$ cat config.mk
export PLATFORM = sky130hd
export DESIGN_NAME = fb_arbiter_flat
export DESIGN_NICKNAME = d
export VERILOG_FILES = /design/src/rtl/fb_arbiter_if.sv /design/src/rtl/fb_arbiter.sv /design/src/flat_wrapper.sv
export SDC_FILE = /design/constraint.sdc
export NUM_CORES = 1
export LEC_CHECK = 0
export CAP_MARGIN = 30
export CORE_MARGIN = 4
export CORE_UTILIZATION = 35
export CTS_CLUSTER_SIZE = 24
export DETAILED_ROUTE_END_ITERATION = 12
export PLACE_DENSITY = 0.73
export RECOVER_POWER = 25
export SYNTH_ARGS = -nofsm -noshare
export SYNTH_HDL_FRONTEND = slang
export SYNTH_SLANG_ARGS = --single-unit
$ cat constraint.sdc
create_clock -name clk -period 4.6 [get_ports clk]
set_input_delay 0.92 -clock clk [delete_from_list [all_inputs] [get_ports clk]]
set_output_delay 0.92 -clock clk [all_outputs]
set_load 0.02 [all_outputs]
$ cat src/rtl/fb_arbiter_if.sv
// Frame-buffer arbiter bus: camera write port, analyzer/display read ports,
// freeze/frame_done control and the single-port RAM side.
interface fb_arbiter_if #(
  parameter int AW = 15,
  parameter int DW = 3
);
  logic          cam_we;
  logic [AW-1:0] cam_addr;
  logic [DW-1:0] cam_data;

  logic          ana_req;
  logic [AW-1:0] ana_addr;
  logic          ana_gnt;
  logic          ana_rvalid;
  logic [DW-1:0] ana_rdata;

  logic          vid_req;
  logic [AW-1:0] vid_addr;
  logic          vid_gnt;
  logic          vid_rvalid;
  logic [DW-1:0] vid_rdata;

  logic          freeze;
  logic          frame_done;

  logic          ram_we;
  logic [AW-1:0] ram_addr;
  logic [DW-1:0] ram_wdata;
  logic [DW-1:0] ram_rdata;

  // arbiter side
  modport slave (
    input  cam_we, cam_addr, cam_data,
    input  ana_req, ana_addr, vid_req, vid_addr, freeze, ram_rdata,
    output ana_gnt, ana_rvalid, ana_rdata,
    output vid_gnt, vid_rvalid, vid_rdata,
    output frame_done, ram_we, ram_addr, ram_wdata
  );

  // clients and RAM side
  modport master (
    output cam_we, cam_addr, cam_data,
    output ana_req, ana_addr, vid_req, vid_addr, freeze, ram_rdata,
    input  ana_gnt, ana_rvalid, ana_rdata,
    input  vid_gnt, vid_rvalid, vid_rdata,
    input  frame_done, ram_we, ram_addr, ram_wdata
  );
endinterface

$ cat src/rtl/fb_arbiter.sv
// Single-port frame-buffer arbiter: camera writes win, analyzer/display reads
// round-robin, FILL/FROZEN/SYNC write control. FB_ARBITER_DROP_STATS_EN adds drop_cnt.
module fb_arbiter #(
  parameter int AW         = 15,
  parameter int DW         = 3,
  parameter int FRAME_LAST = 25343
) (
  input  logic          clk,
  input  logic          rst,
  fb_arbiter_if.slave   bus
`ifdef FB_ARBITER_DROP_STATS_EN
  ,
  output logic [15:0]   drop_cnt
`endif
);

  localparam logic [AW-1:0] LAST_A = AW'(FRAME_LAST);

  typedef enum logic [1:0] {FILL, FROZEN, SYNC} state_t;

  state_t        state;
  logic          ptr;          // 0: analyzer has priority, 1: display
  logic          rd_ana_q, rd_vid_q;
  logic          ram_we_q;
  logic [AW-1:0] ram_addr_q;
  logic [DW-1:0] ram_wdata_q;
  logic          ana_rvalid_q, vid_rvalid_q;
  logic [DW-1:0] ana_rdata_q, vid_rdata_q;
  logic          frame_done_q;

  logic in_range, cam_ok, ana_gnt, vid_gnt, at_last;

  // Grants are gated by rst so they clear asynchronously with the registers.
  always_comb begin
    in_range = bus.cam_addr <= LAST_A;
    at_last  = bus.cam_addr == LAST_A;
    cam_ok   = rst && bus.cam_we && in_range &&
               ((state == FILL) || ((state == SYNC) && (bus.cam_addr == '0)));
    ana_gnt  = rst && !cam_ok && bus.ana_req && (!bus.vid_req || !ptr);
    vid_gnt  = rst && !cam_ok && bus.vid_req && (!bus.ana_req ||  ptr);
  end

  always_ff @(posedge clk or negedge rst) begin
    if (!rst) begin
      state        <= FILL;
      ptr          <= 1'b0;
      rd_ana_q     <= 1'b0;
      rd_vid_q     <= 1'b0;
      ram_we_q     <= 1'b0;
      ram_addr_q   <= '0;
      ram_wdata_q  <= '0;
      ana_rvalid_q <= 1'b0;
      vid_rvalid_q <= 1'b0;
      ana_rdata_q  <= '0;
      vid_rdata_q  <= '0;
      frame_done_q <= 1'b0;
    end else begin
      ram_we_q <= cam_ok;
      if (cam_ok) begin
        ram_addr_q  <= bus.cam_addr;
        ram_wdata_q <= bus.cam_data;
      end else if (ana_gnt) begin
        ram_addr_q  <= bus.ana_addr;
      end else if (vid_gnt) begin
        ram_addr_q  <= bus.vid_addr;
      end

      if (ana_gnt || vid_gnt) ptr <= ana_gnt;

      rd_ana_q     <= ana_gnt;
      rd_vid_q     <= vid_gnt;
      ana_rvalid_q <= rd_ana_q;
      vid_rvalid_q <= rd_vid_q;
      if (rd_ana_q) ana_rdata_q <= bus.ram_rdata;
      if (rd_vid_q) vid_rdata_q <= bus.ram_rdata;

      frame_done_q <= cam_ok && at_last;

      case (state)
        FILL:    if (cam_ok && at_last && bus.freeze) state <= FROZEN;
        FROZEN:  if (!bus.freeze) state <= SYNC;
        SYNC:    if (cam_ok) state <= FILL;
        default: state <= FILL;
      endcase
    end
  end

`ifdef FB_ARBITER_DROP_STATS_EN
  logic        cam_drop;
  logic [15:0] drop_cnt_q;

  assign cam_drop = bus.cam_we && !cam_ok && (state != FILL);

  always_ff @(posedge clk or negedge rst) begin
    if (!rst) begin
      drop_cnt_q <= '0;
    end else if ((state == SYNC) && cam_ok) begin
      drop_cnt_q <= '0;
    end else if (cam_drop && (drop_cnt_q != '1)) begin
      drop_cnt_q <= drop_cnt_q + 16'd1;
    end
  end

  assign drop_cnt = drop_cnt_q;
`endif

  assign bus.ana_gnt    = ana_gnt;
  assign bus.vid_gnt    = vid_gnt;
  assign bus.ana_rvalid = ana_rvalid_q;
  assign bus.vid_rvalid = vid_rvalid_q;
  assign bus.ana_rdata  = ana_rdata_q;
  assign bus.vid_rdata  = vid_rdata_q;
  assign bus.frame_done = frame_done_q;
  assign bus.ram_we     = ram_we_q;
  assign bus.ram_addr   = ram_addr_q;
  assign bus.ram_wdata  = ram_wdata_q;

endmodule

$ cat src/flat_wrapper.sv
// flat-port wrapper written by rule: the top's interface ports become plain ports
module fb_arbiter_flat 
#(
  parameter int AW         = 15,
  parameter int DW         = 3,
  parameter int FRAME_LAST = 25343
)
  (clk, rst, bus_cam_we, bus_cam_addr, bus_cam_data, bus_ana_req, bus_ana_addr, bus_vid_req, bus_vid_addr, bus_freeze, bus_ram_rdata, bus_ana_gnt, bus_ana_rvalid, bus_ana_rdata, bus_vid_gnt, bus_vid_rvalid, bus_vid_rdata, bus_frame_done, bus_ram_we, bus_ram_addr, bus_ram_wdata);
  fb_arbiter_if #(.AW(AW), .DW(DW)) bus_i ();
  input  logic clk;
  input  logic rst;
  input wire logic [$bits(bus_i.cam_we)-1:0] bus_cam_we;
  input wire logic [$bits(bus_i.cam_addr)-1:0] bus_cam_addr;
  input wire logic [$bits(bus_i.cam_data)-1:0] bus_cam_data;
  input wire logic [$bits(bus_i.ana_req)-1:0] bus_ana_req;
  input wire logic [$bits(bus_i.ana_addr)-1:0] bus_ana_addr;
  input wire logic [$bits(bus_i.vid_req)-1:0] bus_vid_req;
  input wire logic [$bits(bus_i.vid_addr)-1:0] bus_vid_addr;
  input wire logic [$bits(bus_i.freeze)-1:0] bus_freeze;
  input wire logic [$bits(bus_i.ram_rdata)-1:0] bus_ram_rdata;
  output wire logic [$bits(bus_i.ana_gnt)-1:0] bus_ana_gnt;
  output wire logic [$bits(bus_i.ana_rvalid)-1:0] bus_ana_rvalid;
  output wire logic [$bits(bus_i.ana_rdata)-1:0] bus_ana_rdata;
  output wire logic [$bits(bus_i.vid_gnt)-1:0] bus_vid_gnt;
  output wire logic [$bits(bus_i.vid_rvalid)-1:0] bus_vid_rvalid;
  output wire logic [$bits(bus_i.vid_rdata)-1:0] bus_vid_rdata;
  output wire logic [$bits(bus_i.frame_done)-1:0] bus_frame_done;
  output wire logic [$bits(bus_i.ram_we)-1:0] bus_ram_we;
  output wire logic [$bits(bus_i.ram_addr)-1:0] bus_ram_addr;
  output wire logic [$bits(bus_i.ram_wdata)-1:0] bus_ram_wdata;
  assign bus_i.cam_we = bus_cam_we;
  assign bus_i.cam_addr = bus_cam_addr;
  assign bus_i.cam_data = bus_cam_data;
  assign bus_i.ana_req = bus_ana_req;
  assign bus_i.ana_addr = bus_ana_addr;
  assign bus_i.vid_req = bus_vid_req;
  assign bus_i.vid_addr = bus_vid_addr;
  assign bus_i.freeze = bus_freeze;
  assign bus_i.ram_rdata = bus_ram_rdata;
  assign bus_ana_gnt = bus_i.ana_gnt;
  assign bus_ana_rvalid = bus_i.ana_rvalid;
  assign bus_ana_rdata = bus_i.ana_rdata;
  assign bus_vid_gnt = bus_i.vid_gnt;
  assign bus_vid_rvalid = bus_i.vid_rvalid;
  assign bus_vid_rdata = bus_i.vid_rdata;
  assign bus_frame_done = bus_i.frame_done;
  assign bus_ram_we = bus_i.ram_we;
  assign bus_ram_addr = bus_i.ram_addr;
  assign bus_ram_wdata = bus_i.ram_wdata;
  fb_arbiter #(.AW(AW), .DW(DW), .FRAME_LAST(FRAME_LAST)) u_core (.clk(clk), .rst(rst), .bus(bus_i));
endmodule
# Word level (Yosys, flattened, before mapping)
# Index checks and enable logic that the tools add are counted.
[op_classes] addsub=0 n_mul=0 n_div=0 n_lt_le_gt_ge=1 n_eq_ne=6 n_shift=0 mux=7 n_bitwise=0 n_reduce_logical=23
[ops] cell="$mux 15" n=3
[ops] cell="$eq 15x15->1 const B" n=1
[ops] cell="$le 15x15->1 const B" n=1
[ops] cell="$logic_not 15->1" n=1
[ops] cell="$logic_and 1x1->1" n=11
[ops] cell="$mux 2" n=3
[ops] cell="$pmux 2 s3" n=1
[ops] cell="$logic_not 1->1" n=4
[ops] cell="$logic_or 1x1->1" n=4
[ops] cell="$ne 2x2->1 const B" n=2
[ops] cell="$reduce_and 3->1" n=1
[ops] cell="$reduce_bool 3->1" n=1
[ops] cell="$eq 2x1->1 const B" n=1
[ops] cell="$eq 2x2->1 const B" n=1
[ops] cell="$logic_not 2->1" n=1
[ops] cell="$ne 2x1->1 const B" n=1
[word_totals] ff_bits=33 latch_bits=0 mem_bits_rw=0 romBits=0 input_bits=57 out_inout_bits=30 elab_cells=49 memories=0

# Longest topological paths before layout
[depth] word_depth=11 ltp_mapped=6 depth_no_buf=4

# Worst setup path after synthesis
# No wires, ideal clock.
[synth_path] kind="input -> output" startpoint="input port bus_vid_req" endpoint="output port bus_ana_gnt" arrival_ns=2.360 t_required_ns=3.680 setup_slack_ns=1.320 stages=4 path_cell_list="clkbuf_1 a21boi_1 clkbuf_1 nor3b_1"
[synth_via] elab_chain_len=3
[synth_lines] element="start, declared" line_no="flat_wrapper.sv:17" text="input wire logic [$bits(bus_i.vid_req)-1:0] bus_vid_req;"
[synth_lines] element="$logic_not 1->1" line_no="fb_arbiter.sv:39" text="ana_gnt = rst && !cam_ok && bus.ana_req && (!bus.vid_req || !ptr);"
[synth_lines] element="$logic_or 1x1->1" line_no="fb_arbiter.sv:39"
[synth_lines] element="$logic_and 1x1->1" line_no="fb_arbiter.sv:39"
[synth_lines] element="end, declared" line_no="flat_wrapper.sv:21" text="output wire logic [$bits(bus_i.ana_gnt)-1:0] bus_ana_gnt;"
# No other way between the ends.

# Final worst setup path
[layout_path] startpoint="input port bus_cam_addr[13]" endpoint="output port bus_vid_gnt"
[layout_via] elab_chain_len=8 elab_cells_between_ends=10 classes_between="order compare: 1; reduce/logical: 9"
[layout_lines] element="start, declared" line_no="flat_wrapper.sv:13" text="input wire logic [$bits(bus_i.cam_addr)-1:0] bus_cam_addr;"
[layout_lines] element="parallel branches: the longest is 3 deep, another holds $le 15x15->1"
[layout_lines] element="$logic_and 1x1->1 (*)" line_no="fb_arbiter.sv:37" text="cam_ok = rst && bus.cam_we && in_range &&"
[layout_lines] element="$logic_not 1->1 (*)" line_no="fb_arbiter.sv:40" text="vid_gnt = rst && !cam_ok && bus.vid_req && (!bus.ana_req || ptr);"
[layout_lines] element="$logic_and 1x1->1 (*) (3 in a row)" line_no="fb_arbiter.sv:40"
[layout_lines] element="end, declared" line_no="flat_wrapper.sv:24" text="output wire logic [$bits(bus_i.vid_gnt)-1:0] bus_vid_gnt;"
# Mark *: on every way between the ends.

==> impl_metrics.sql <==
INSERT INTO impl_metrics (metric_group, metric, value, unit) VALUES
('logic_synthesis', 'synthesis.area_per_instance', '11.6', 'sq um'),
('routing', 'drtPass1Iterations', '4', ''),
('timing', 'worst_slew_margin_rel', '36.7', '%'),
('place', 'dp_cells', '278', ''),
('power', 'share_clk_of_total_power', '23.1', '%'),
('power', 'max-vdd-ir-drop', '0.136', 'mV'),
('cts', 'post_cts_resize_count', '0', ''),
('power', 'power_frac_seq', '40.1', '%'),
('die', 'chipWidth', '76.7', 'microns'),
('timing', 'finalCriticalPeriod', '3.88', 'ns'),
('routing', 'vias_per_cell', '5.25', ''),
('routing', 'route.final.wire_length', '4860', 'microns'),
('global_routing', 'antenna_found_initial', '0', ''),
('cts', 'tritoncts.num_buffers', '5', ''),
('die', 'core_area', '4470', 'sq um'),
('die', 'io_pins', '87', ''),
('logic_synthesis', 'synth_top_cell_area_share', '49.9', '%'),
('routing', 'drt-wirelength-per-cell', '17.0', 'microns'),
('final_layout', 'insertedDiodeCount', '0', ''),
('routing', 'drcViolationCount', '0', ''),
('setup_path', 'critical-path-top-cell-by-count', 'clkdlybuf4s50_1', ''),
('global_routing', 'first_global_vias', '1543', ''),
('setup_path', 'critPathMaxFanout', '4', ''),
('final_layout', 'postLayoutCellArea', '2650', 'sq um'),
('logic_synthesis', 'syn-num-nets', '200', ''),
('power', 'power.switching_fraction', '30.8', '%'),
('timing', 'drv_slew', '0', ''),
('die', 'start_util', '37.0', '%'),
('global_routing', 'wire_length_of_the_first_global_routing_pass', '7810', 'microns'),
('logic_synthesis', 'number_of_register_bits_inferred_by_synthesis', '33', ''),
('setup_path', 'max_stage_delay', '0.57', 'ns'),
('final_layout', 'layout_commonest_cell', 'clkdlybuf4s50_1', ''),
('routing', 'drt_iter0_markers', '56', ''),
('die', 'die-area', '5890', 'sq um'),
('power', 'share_comb_of_total_power', '36.9', '%'),
('status', 'status', 'complete, no violations', ''),
('cts', 'clk_path_buf_depth', '2', ''),
('timing', 'worst_pin_slew', '0.949', 'ns'),
('logic_synthesis', 'synth_area_leaders', 'dfrtp_1 (50%), mux2_4 (8.2%), mux2_2 (8.2%)', ''),
('timing', 'hold_violations', '0', ''),
('global_routing', 'grt_util_all_layers', '16.7', '%'),
('setup_path', 'crit_slowest_cell', 'clkdlybuf4s50_1', ''),
('cts', 'number_of_buffers_inserted_by_hold_repair_at_cts', '0', ''),
('power', 'switchingPower', '280', 'uW'),
('die', 'die-height', '76.7', 'microns'),
('power', 'cellPowerDensity', '343', 'nW/um^2'),
('cts', 'cts.htree.levels', '2', ''),
('logic_synthesis', 'synthesis.instances', '143', ''),
('timing', 'setup-violations-final', '0', ''),
('setup_path', 'end_kind', 'primary output', ''),
('die', 'num_rows', '24', ''),
('setup_path', 'path_class', 'in2out', ''),
('setup_path', 'crit_required', '3.68', 'ns'),
('place', 'placement.setup.worst_slack', '0.741', 'ns'),
('min_path', 'worstHoldPathType', 'reg2reg', ''),
('logic_synthesis', 'ys_types', '29', ''),
('timing', 'grt_setup_unrepaired', 'no', ''),
('final_layout', 'fillerInstances', '390', ''),
('cts', 'tritoncts', 'yes', ''),
('run', 'drv.max_cap_violation_count', '0', ''),
('cts', 'clk_latency', '0.28', 'ns'),
('timing', 'worst_clock_skew', '0.00733', 'ns'),
('logic_synthesis', 'syn-cell-area', '1650', 'sq um'),
('final_layout', 'layout_common_cells', 'clkdlybuf4s50_1 (85), dfrtp_1 (33), nand2_1 (19)', ''),
('cts', 'clock_sinks', '33', ''),
('cts', 'clock_tree.root_cell', 'clkbuf_8', ''),
('setup_path', 'cp_cell_sequence', 'clkdlybuf4s50_1 > nor4_1 > a41oi_2 > nor3_4 > nor3_1 > clkdlybuf4s50_1', ''),
('setup_path', 'worst_ep_arrival_time', '2.96', 'ns'),
('cts', 'clkTransAtPathRegs', '0.07', 'ns'),
('place', 'post_dp_cell_area', '2570', 'sq um'),
('timing', 'hold_ws', '0.441', 'ns');
==> cell families after synthesis <==
logic type      after synthesis  share of synthesized area (%)
buf+inv                      13                           3.86
mux                          24                           18.4
flops                        33                           49.9
simple gates                 35                           11.0
compound gates               38                           16.9
==> area by class of cell <==
| type | instances | area [sq um] | area share (%) |
|---|---|---|---|
| timing repair buffer | 92 | 897 | 33.9 |
| tap | 52 | 65.1 | 2.46 |
| clock inverter | 2 | 10.0 | 0.378 |
| inverter | 4 | 15.0 | 0.567 |
| multi-input combinational | 97 | 764 | 28.8 |
| sequential | 33 | 826 | 31.2 |
| clock buffer | 6 | 72.6 | 2.74 |
==> registers in the layout, indices dropped and copies added (netlist names), 2 cells and up <==
| name | cells |
|---|---|
| u_core.bus.ram_addr | 15 |
| u_core.bus.ana_rdata | 3 |
| u_core.bus.ram_wdata | 3 |
| u_core.bus.vid_rdata | 3 |
| u_core.state | 2 |
==> critical path, delay by kind of cell <==
kind	cells	cell delay, ns
compound gates	1	0.25
buf+inv	2	1.04
simple gates	3	0.75
==> worst paths after layout <==
kind | slack [ns] | endpoint | startpoint | depth (start not counted)
worst min-delay path | 0.44 | u_core.state[0] | u_core.state[1] | 1
worst min register to register | 0.44 | u_core.state[0] | u_core.state[1] | 1
worst max register to register | 2.82 | u_core.bus.ram_addr[1] | u_core.state[0] | 5
min in group asynchronous | 0.57 | u_core.bus.ram_addr[7] | rst | 1
worst max-delay path | 0.72 | bus_vid_gnt | bus_cam_addr[13] | 6
max in group asynchronous | 2.81 | u_core.bus.vid_rdata[0] | rst | 2
==> routing by layer <==
layer	part of all wire (%)	up-vias	track usage, %
met1	45	713	22.7
li1	-	720	-
met5	0	-	0
met2	45	61	25.4
met3	8.4	7	5.15
met4	1.0	0	4.89
==> synthesized netlist by cell type <==
master,instances
a2111oi_0,1
a211oi_1,1
a21boi_1,1
a32oi_1,15
a41oi_2,1
and4_1,1
buf_6,2
clkbuf_1,7
dfrtp_1,33
inv_1,4
mux2_1,3
mux2_2,12
mux2_4,9
nand2_1,19
nand2b_1,1
nand3_1,3
nand4_1,1
nor2_1,2
nor3_1,2
nor3_4,1
nor3b_1,1
nor4_1,2
nor4_2,1
o21ai_0,15
o21ai_1,1
o311a_1,1
o31ai_1,1
o32a_1,1
or4_1,1
==> power by group through the flow <==
stage	clock network [uW]	registers, uW	logic (uW)
floorplan	0	426	102
CTS	212	365	339
global route	228	371	357
detailed placement	0	370	337
finish	210	364	335
global placement	0	368	334
==> stage by stage <==
| stage | total power, uW | util (%) |
|---|---|---|
| global placement | 702 | 57.3 |
| detailed placement | 708 | 57.5 |
| finish | 909 | 59.2 |
| global route | 955 | 59.2 |
| floorplan | 527 | - |
| CTS | 916 | 59.3 |
No activity file was read; power rests on OpenSTA's default activity.
